--- config.mk ---
export PLATFORM = sky130hd
export DESIGN_NAME = baud_gen_prog
export DESIGN_NICKNAME = d
export VERILOG_FILES = /design/src/rtl/baud_gen_prog.sv
export SDC_FILE = /design/constraint.sdc
export NUM_CORES = 1
export LEC_CHECK = 0
export ABC_CLOCK_PERIOD_IN_PS = 4800
export CAP_MARGIN = 15
export CORE_ASPECT_RATIO = 1.5
export CORE_MARGIN = 3
export CORE_UTILIZATION = 56
export DETAILED_ROUTE_END_ITERATION = 8
export PLACE_DENSITY = 0.82
export SYNTH_ARGS = -nofsm -noshare
export SYNTH_HDL_FRONTEND = slang
export SYNTH_SLANG_ARGS = --single-unit
--- constraint.sdc ---
create_clock -name clk -period 4.8 [get_ports clk]
set_input_delay 1.44 -clock clk [delete_from_list [all_inputs] [get_ports clk]]
set_output_delay 1.44 -clock clk [all_outputs]
set_load 0.01 [all_outputs]
--- src/rtl/baud_gen_prog.sv ---
// Programmable UART baud generator. A fractional-N period counter produces
// tick_ovs at OVS x baud and tick_bit at baud. Configuration writes are held
// pending and only take effect on a bit boundary or while the generator is
// disabled, so a bit period is never cut short or stretched by a change.
module baud_gen_prog #(
   parameter int CLK_HZ = 100000000,
   parameter int OVS    = 8,
   parameter int DIV_W  = 16,
   parameter int FRAC_W = 4
) (
   input  logic              clk,
   input  logic              rst,
   input  logic              en,
   input  logic              cfg_wr,
   input  logic              cfg_mode,
   input  logic [1:0]        cfg_sel,
   input  logic [DIV_W-1:0]  cfg_div,
   input  logic [FRAC_W-1:0] cfg_frac,
   output logic              tick_ovs,
   output logic              tick_bit,
   output logic              cfg_pend,
   output logic [DIV_W-1:0]  act_div,
   output logic [FRAC_W-1:0] act_frac
);

   localparam int DW   = DIV_W + FRAC_W;
   localparam int CW   = DIV_W + 1;
   localparam int PH_W = $clog2(OVS);
   localparam logic [PH_W-1:0] PH_LAST = PH_W'(OVS - 1);

   // Round-to-nearest fixed-point divisor CLK_HZ*2^FRAC_W/(baud*OVS).
   function automatic logic [DW-1:0] preset_d(input longint baud);
      longint num;
      longint den;
      num = longint'(CLK_HZ) <<< FRAC_W;
      den = baud * longint'(OVS);
      return DW'((2 * num + den) / (2 * den));
   endfunction

   localparam logic [DW-1:0] PRE_0 = preset_d(9600);
   localparam logic [DW-1:0] PRE_1 = preset_d(19200);
   localparam logic [DW-1:0] PRE_2 = preset_d(57600);
   localparam logic [DW-1:0] PRE_3 = preset_d(115200);

   // Turn a mode/select/custom tuple into a packed {div, frac} divisor.
   function automatic logic [DW-1:0] resolve_cfg(input logic              mode,
                                                 input logic [1:0]        sel,
                                                 input logic [DIV_W-1:0]  div,
                                                 input logic [FRAC_W-1:0] frac);
      logic [DW-1:0] d;
      if (mode) begin
         d = {div, frac};
      end else begin
         case (sel)
            2'd0:    d = PRE_0;
            2'd1:    d = PRE_1;
            2'd2:    d = PRE_2;
            default: d = PRE_3;
         endcase
      end
      return d;
   endfunction

   logic [CW-1:0]     cnt;
   logic [CW-1:0]     per_m1;
   logic [PH_W-1:0]   phase;
   logic [FRAC_W-1:0] acc;
   logic              carry;
   logic [FRAC_W:0]   acc_sum;
   logic [DIV_W-1:0]  eff_div;
   logic              period_end;
   logic              bit_end;
   logic              apply;
   logic [DW-1:0]     new_cfg;

   logic              pend_mode;
   logic [1:0]        pend_sel;
   logic [DIV_W-1:0]  pend_div;
   logic [FRAC_W-1:0] pend_frac;

   // Period length (divisor clamped to 2 plus fractional carry), boundary and apply decode.
   always_comb begin
      eff_div    = (act_div < DIV_W'(2)) ? DIV_W'(2) : act_div;
      per_m1     = {1'b0, eff_div} + CW'(carry) - CW'(1);
      acc_sum    = {1'b0, acc} + {1'b0, act_frac};
      period_end = en && (cnt == per_m1);
      bit_end    = period_end && (phase == PH_LAST);
      apply      = cfg_pend && (bit_end || !en);
      new_cfg    = cfg_wr ? resolve_cfg(cfg_mode, cfg_sel, cfg_div, cfg_frac)
                          : resolve_cfg(pend_mode, pend_sel, pend_div, pend_frac);
   end

   // Period counter, phase counter, fractional accumulator and registered ticks.
   always_ff @(posedge clk or posedge rst) begin
      if (rst) begin
         cnt      <= '0;
         phase    <= '0;
         acc      <= '0;
         carry    <= 1'b0;
         tick_ovs <= 1'b0;
         tick_bit <= 1'b0;
      end else if (!en) begin
         cnt      <= '0;
         phase    <= '0;
         acc      <= '0;
         carry    <= 1'b0;
         tick_ovs <= 1'b0;
         tick_bit <= 1'b0;
      end else begin
         tick_ovs <= period_end;
         tick_bit <= bit_end;
         if (period_end) begin
            cnt   <= '0;
            phase <= (phase == PH_LAST) ? '0 : phase + 1'b1;
            // A new divisor starts with a clean fractional phase.
            if (apply) begin
               acc   <= '0;
               carry <= 1'b0;
            end else begin
               {carry, acc} <= acc_sum;
            end
         end else begin
            cnt <= cnt + 1'b1;
         end
      end
   end

   // Pending-config capture and application to the active divisor.
   always_ff @(posedge clk or posedge rst) begin
      if (rst) begin
         cfg_pend  <= 1'b0;
         act_div   <= PRE_0[DW-1:FRAC_W];
         act_frac  <= PRE_0[FRAC_W-1:0];
         pend_mode <= 1'b0;
         pend_sel  <= 2'd0;
         pend_div  <= '0;
         pend_frac <= '0;
      end else begin
         if (cfg_wr) begin
            pend_mode <= cfg_mode;
            pend_sel  <= cfg_sel;
            pend_div  <= cfg_div;
            pend_frac <= cfg_frac;
         end
         // A write landing on the apply edge is applied straight through.
         if (apply) begin
            {act_div, act_frac} <= new_cfg;
            cfg_pend            <= 1'b0;
         end else if (cfg_wr) begin
            cfg_pend <= 1'b1;
         end
      end
   end

endmodule

==> flow_summary.json <==
{
  "synthFlopType": "dfrtp_1",
  "maxCapViolCount": 0,
  "synth.area.top_cells": "dfrtp_1, ha_1, mux2_2",
  "tns_ps": 0,
  "ys_types": 59,
  "clkSinkCount": 71,
  "finalSetupViolCount": 0,
  "synth_edf_count": 0,
  "reg2regPathDepth": 12,
  "route.detailed.drc": 0,
  "max-slew-margin-rel_pct": 53.3,
  "final_core_util_pct": 69.0,
  "ir_drop_mv": 0.239,
  "hp-class": "register to register",
  "clkLatencyLatePin_ps": 360,
  "worstSetupEndpointType": "register",
  "hold_viol": 0,
  "layout_common_cells": "dfrtp_1, clkdlybuf4s50_1, nor2_1",
  "p_total_mw": 1.82,
  "rsz0062_at_grt": "false",
  "antenna_found_initial": 0,
  "viasPerCell": 5.72,
  "finalCritPeriodShare_pct": 91.6,
  "syn-cell-area_um2": 4190,
  "placeableCoreArea_um2": 7230,
  "r2r_setup_slack_ps": 410,
  "power_frac_comb_pct": 27.1,
  "yosys_warnings": 0,
  "grt_pass1_wl_um": 15700,
  "ys_async_sr_fraction_pct": 100,
  "layout-drive-gt1-share_pct": 13.4,
  "syn_inst": 403,
  "cts_tree": "built",
  "rows": 38,
  "hold_end": "pend_div[2]",
  "p_leak_nw": 2.13,
  "startpoint_type": "register",
  "fmax_mhz": 228,
  "critical_path.max_fanout": 20,
  "die_width_um": 76.6,
  "ios": 50,
  "vias": 3175,
  "grt_pass1_vias": 3263,
  "drt-wirelength-per-cell_um": 16.5,
  "first_pass_iters": 4,
  "gr-usage-all-layers_pct": 23.3,
  "seq_power_share_pct": 42.9,
  "cts_max_level": 3,
  "clockRootBuffer": "clkbuf_8",
  "status": "finished clean",
  "synth_largest_area_cell": "dfrtp_1",
  "p_int_mw": 1.24,
  "syn_to_final_growth_pct": 19.1,
  "synth.ff_latch_count": 71,
  "synth_top_area_share_pct": 38.9,
  "fill_cells": 549,
  "ctsHoldBuffers": 0,
  "final_common_cell": "dfrtp_1",
  "gr-total-overflow": 0,
  "die_area_um2": 8570,
  "initial_core_util_pct": 57.9,
  "hp-start": "pend_div[2]",
  "timing.rr.end": "act_div[15]",
  "cts_resized": 0,
  "numPortBuffers": 49,
  "cp.arrival_ps": 4640,
  "yosysSeqAreaShare_pct": 42.6,
  "dp_hpwl_um": 6980,
  "finClkSkew_ps": 6.52,
  "switchingPower_uw": 580,
  "whs_path_depth": 1,
  "dp_slack_ps": 395,
  "routed_wirelength_um": 9180,
  "worst_slew_pin_slew_ps": 700,
  "antenna_cells": 0,
  "clk_path_buf_depth": 2,
  "crit_type": "register to register",
  "cts_setup_buffers": 0,
  "syn_nets": 450,
  "p_clk_share_pct": 30.1,
  "first_iter_violations": 224,
  "holdWs_ps": 508,
  "swShare_pct": 31.9,
  "cp.required_ps": 5040,
  "syn_avg_cell_area_um2": 10.4,
  "layout.nets": 497,
  "die_h_um": 112,
  "maxSlewViolCount": 0,
  "clk_pin_slew_ps": 80,
  "finalWorstSetupSlack_ps": 405,
  "grt_max_degree": 28,
  "finalWeightedCongestion": 0.875,
  "power_density_nw_per_um2": 364,
  "fin_crit_ps": 4390,
  "r2r_start": "act_div[5]",
  "ant_nets": 0,
  "numCtsBuffers": 9
}
worst max path at each step:
stage | start | endpoint | depth (start not counted)
2_1_floorplan | act_div[11] | act_div[5] | 13
3_3_place_gp | act_div[5] | act_div[14] | 12
3_5_place_dp | act_div[5] | act_div[15] | 12
4_1_cts | act_div[5] | act_div[15] | 12
5_1_grt | act_div[5] | act_div[15] | 12
6_report | act_div[5] | act_div[15] | 12
flip-flops by register name (all words and copies together) (netlist names):
name	cells
acc	4
act_div	16
act_frac	4
carry	1
cfg_pend	1
cnt	17
pend_div	16
pend_frac	4
pend_mode	1
pend_sel	2
phase	3
tick_bit	1
tick_ovs	1
through the flow:
| step | instances | area (um^2) |
|---|---|---|
| floorplan | 403 | 4190 |
| global placement | 539 | 4760 |
| detailed placement | 539 | 4760 |
| CTS | 555 | 4990 |
| global route | 555 | 4990 |
| finish | 555 | 4990 |
critical path, stage by stage, from the launching register on:
cell	delay, ps
dfrtp_1	490
nor4_4	420
nand4_1	240
o41ai_1	310
ha_1	250
nor4b_2	320
and3_4	280
o2111ai_1	110
a221o_1	390
and4_1	210
and4_4	240
a31oi_4	620
mux2_1	390
metal layers:
metal | GRT usage, % | part of all wire, % | vias to the layer above
met1 | 27.1 | 41 | 1567
met5 | 0 | 0 | -
met2 | 40.3 | 53 | 52
met4 | 13.7 | 3.2 | 0
li1 | - | - | 1537
met3 | 3.56 | 2.4 | 19
cell families after synthesis:
family          after synthesis  share of synthesized area, %
simple gates                135                          17.0
flops                        71                          42.6
compound gates               67                          11.9
mux                          41                          10.9
xor+xnor                     39                          8.16
buf+inv                      30                          3.20
fa+ha+maj                    20                          6.16
power groups by stage:
stage                     combinational (mW)  clock, mW  sequential, mW
after CTS                              0.494      0.554           0.777
final                                  0.492      0.546           0.778
after global routing                   0.541      0.583           0.790
after detailed placement               0.490          0           0.788
after global placement                 0.478          0           0.782
after floorplan                        0.303          0           0.771
cell type report:
class                      count  area [um^2]  share of cell area, %
clock inverter                 7          105                   2.11
timing repair buffer          56          543                   10.9
inverter                      10         37.5                  0.753
multi-input combinational    302         2270                   45.5
clock buffer                   9          124                   2.48
sequential                    71         1780                   35.8
tap                          100          125                   2.51
synthesized netlist by cell type, types with 8 or more instances:
library cell   n
a21boi_1       8
a21oi_1       11
a221o_1        8
clkbuf_1      10
dfrtp_1       65
ha_1          19
inv_1         10
mux2_1        16
mux2_2        21
nand2_1       30
nand3_1       20
nor2_1        37
o21ai_0       10
xnor2_1       20
xor2_1        19
Power figures use the tool's default switching activity.
==> RTL change, RTL diff (same settings) <==
Register the output `act_div` once more, cleared by the reset; this adds one clock of latency there. The other outputs are not delayed to match.
--- a/src/rtl/baud_gen_prog.sv
+++ b/src/rtl/baud_gen_prog.sv
@@ -28,4 +28,6 @@
    localparam int PH_W = $clog2(OVS);
    localparam logic [PH_W-1:0] PH_LAST = PH_W'(OVS - 1);
+
+   logic [DIV_W-1:0] act_div_s0;
 
    // Round-to-nearest fixed-point divisor CLK_HZ*2^FRAC_W/(baud*OVS).
@@ -81,5 +83,5 @@
    // Period length (divisor clamped to 2 plus fractional carry), boundary and apply decode.
    always_comb begin
-      eff_div    = (act_div < DIV_W'(2)) ? DIV_W'(2) : act_div;
+      eff_div    = (act_div_s0 < DIV_W'(2)) ? DIV_W'(2) : act_div_s0;
       per_m1     = {1'b0, eff_div} + CW'(carry) - CW'(1);
       acc_sum    = {1'b0, acc} + {1'b0, act_frac};
@@ -130,5 +132,5 @@
       if (rst) begin
          cfg_pend  <= 1'b0;
-         act_div   <= PRE_0[DW-1:FRAC_W];
+         act_div_s0 <= PRE_0[DW-1:FRAC_W];
          act_frac  <= PRE_0[FRAC_W-1:0];
          pend_mode <= 1'b0;
@@ -145,5 +147,5 @@
          // A write landing on the apply edge is applied straight through.
          if (apply) begin
-            {act_div, act_frac} <= new_cfg;
+            {act_div_s0, act_frac} <= new_cfg;
             cfg_pend            <= 1'b0;
          end else if (cfg_wr) begin
@@ -153,4 +155,12 @@
    end
 
+   always_ff @(posedge clk or posedge rst) begin
+      if (rst) begin
+         act_div <= '0;
+      end else begin
+         act_div <= act_div_s0;
+      end
+   end
+
 endmodule
 
Formal check against the unedited RTL: not equivalent (Yosys sat finds a counterexample within 4 cycles, from zero or initial values and one cycle with rst high).
==> RTL change against the original RTL <==
  * Combinational power is 27% higher
  * Critical path depth is 2 higher
  * Total power is 29% higher
  * Cell area up 16%
  * Highest routed layer unchanged
  * Via count grew 12%
  * Synthesized cell count up 12%
  * Area after synthesis grew 15%
  * Worst setup slack lost 110 ps
  * Critical endpoint is now carry
  * Routed wire length rose by 17%
  * Clock power rose by 40%
  * Sequential cell count grew 16
  * Clock skew decreased by 2.1 ps
  * Global-route usage increased by 0.98 points
==> RTL change: results (changes against the original RTL) <==
stage,metric,value,unit,change
logic_synthesis,Syn Nets,497,,+10%
cells_and_area,fraction of final layout cells with drive strength greater than 1,18.8,%,+5.4 points
critical_path,Worst path max stage delay,690,ps,+70 ps
sta,slew of the pin with the lowest slew margin,692,ps,-8.21 ps
global_routing,met1 Use GR,28.1,%,+1.0 points
placed_design,Detailed Place HPWL,7850,µm,+13%
critical_path,maximum fanout along the worst path,5,,-75%
cts,Clock Root Buffer,clkbuf_16,,
detailed_routing,drt via density,5.82,,+1.7%
logic_synthesis,post-synthesis mux area share,13.3,%,+2.4 points
logic_synthesis,fraction of the yosys area taken by sequential cells,45.3,%,+2.6 points
detailed_routing,Detail Route met3 WL,375,µm,+67%
critical_path,Worst Path Arrival,4750,ps,+110 ps
logic_synthesis,Commonest cells post-synth,"dfrtp_1, nand2_1, nor2_1",,
run_status,result of the run,completed,,
placed_design,placer congestion estimate,0.929,,+6.2%
global_routing,largest net degree at the start of global routing,39,,+39%
critical_path,timing startpoint of the critical path,act_div_s0[13],,
worst_hold_path,worst hold path startpoint,act_div_s0[0],,
global_routing,via count of the first global-routing pass,3662,,+12%
global_routing,Total GRT Usage,24.2,%,+0.98 points
detailed_routing,count of TritonRoute iterations in the first routing pass,6,,+2
cts,clock latency on the worst-skew pair,340,ps,-20 ps
logic_synthesis,count of cell types in the netlist,60,,+1.7%
logic_synthesis,adder and majority cell fraction of the synthesized area,5.34,%,-0.82 points
detailed_routing,metal2 WL,5720,µm,+18%
global_routing,Global Route met2 Usage,41.3,%,+0.95 points
cells_and_area,number of fill cells in the layout,599,,+9.1%
power,Worst VDD drop,0.273,mV,+14%
critical_path,"Slowest-stage cell, CP",or4_1,,
global_routing,wire length of the first global-routing pass,18000,µm,+15%
[RTL change: changes by cell type after synthesis, moves of 7 or more]
cell and delta:
mux2_4 +19, clkbuf_1 +7, mux2_1 -16, a21boi_1 -8, nand2_1 +10, dfrtp_1 +16, a221o_1 -8, o21ai_0 +10
nor2_1 -8, mux2i_1 +9
[RTL change: metrics by stage]
| stage | setup slack, ps | cells | total power [mW] | instance area [µm²] |
|---|---|---|---|---|
| 2_1_floorplan | 374 | 450 | 1.33 | 4830 |
| 3_3_place_gp | 351 | 592 | 1.56 | 5430 |
| 3_5_place_dp | 233 | 592 | 1.58 | 5430 |
| 4_1_cts | 197 | 608 | 2.35 | 5760 |
| 5_1_grt | 48.3 | 611 | 2.45 | 5800 |
| 6_report | 295 | 611 | 2.34 | 5800 |
[RTL change: area by class of cell]
type                    count  area (µm²)  share of cell area [%]
multi-input cells         327        2490                    43.0
flip-flops and latches     87        2180                    37.7
repair buffers             64         611                    10.5
clock buffers              12         256                    4.42
well taps                 105         131                    2.26
clock inverters             4        76.3                    1.32
inverters                  12        46.3                   0.798
[RTL change: path summary, 6_finish.rpt]
| kind | endpoint | slack [ps] | cells after the start |
|---|---|---|---|
| worst max-delay path | carry | 290 | 14 |
| worst min-delay path | act_div[0] | 450 | 0 |
| worst max register to register | carry | 290 | 14 |
| worst min register to register | act_div[0] | 450 | 0 |
| max in group asynchronous | act_frac[0] | 2700 | 3 |
| min in group asynchronous | pend_div[12] | 1350 | 2 |
[RTL change: report_power, final]
part | switching (mW) | internal (mW)
registers | 0.106 | 0.847
logic | 0.301 | 0.322
clock network | 0.280 | 0.486
total | 0.686 | 1.66
[RTL change: repair_timing]
action                                  4_1_cts  5_1_grt
endpoints found under the setup margin        0       43
hold endpoints to repair                      0        0
resized for setup                             0        3
setup buffers                                 0        3
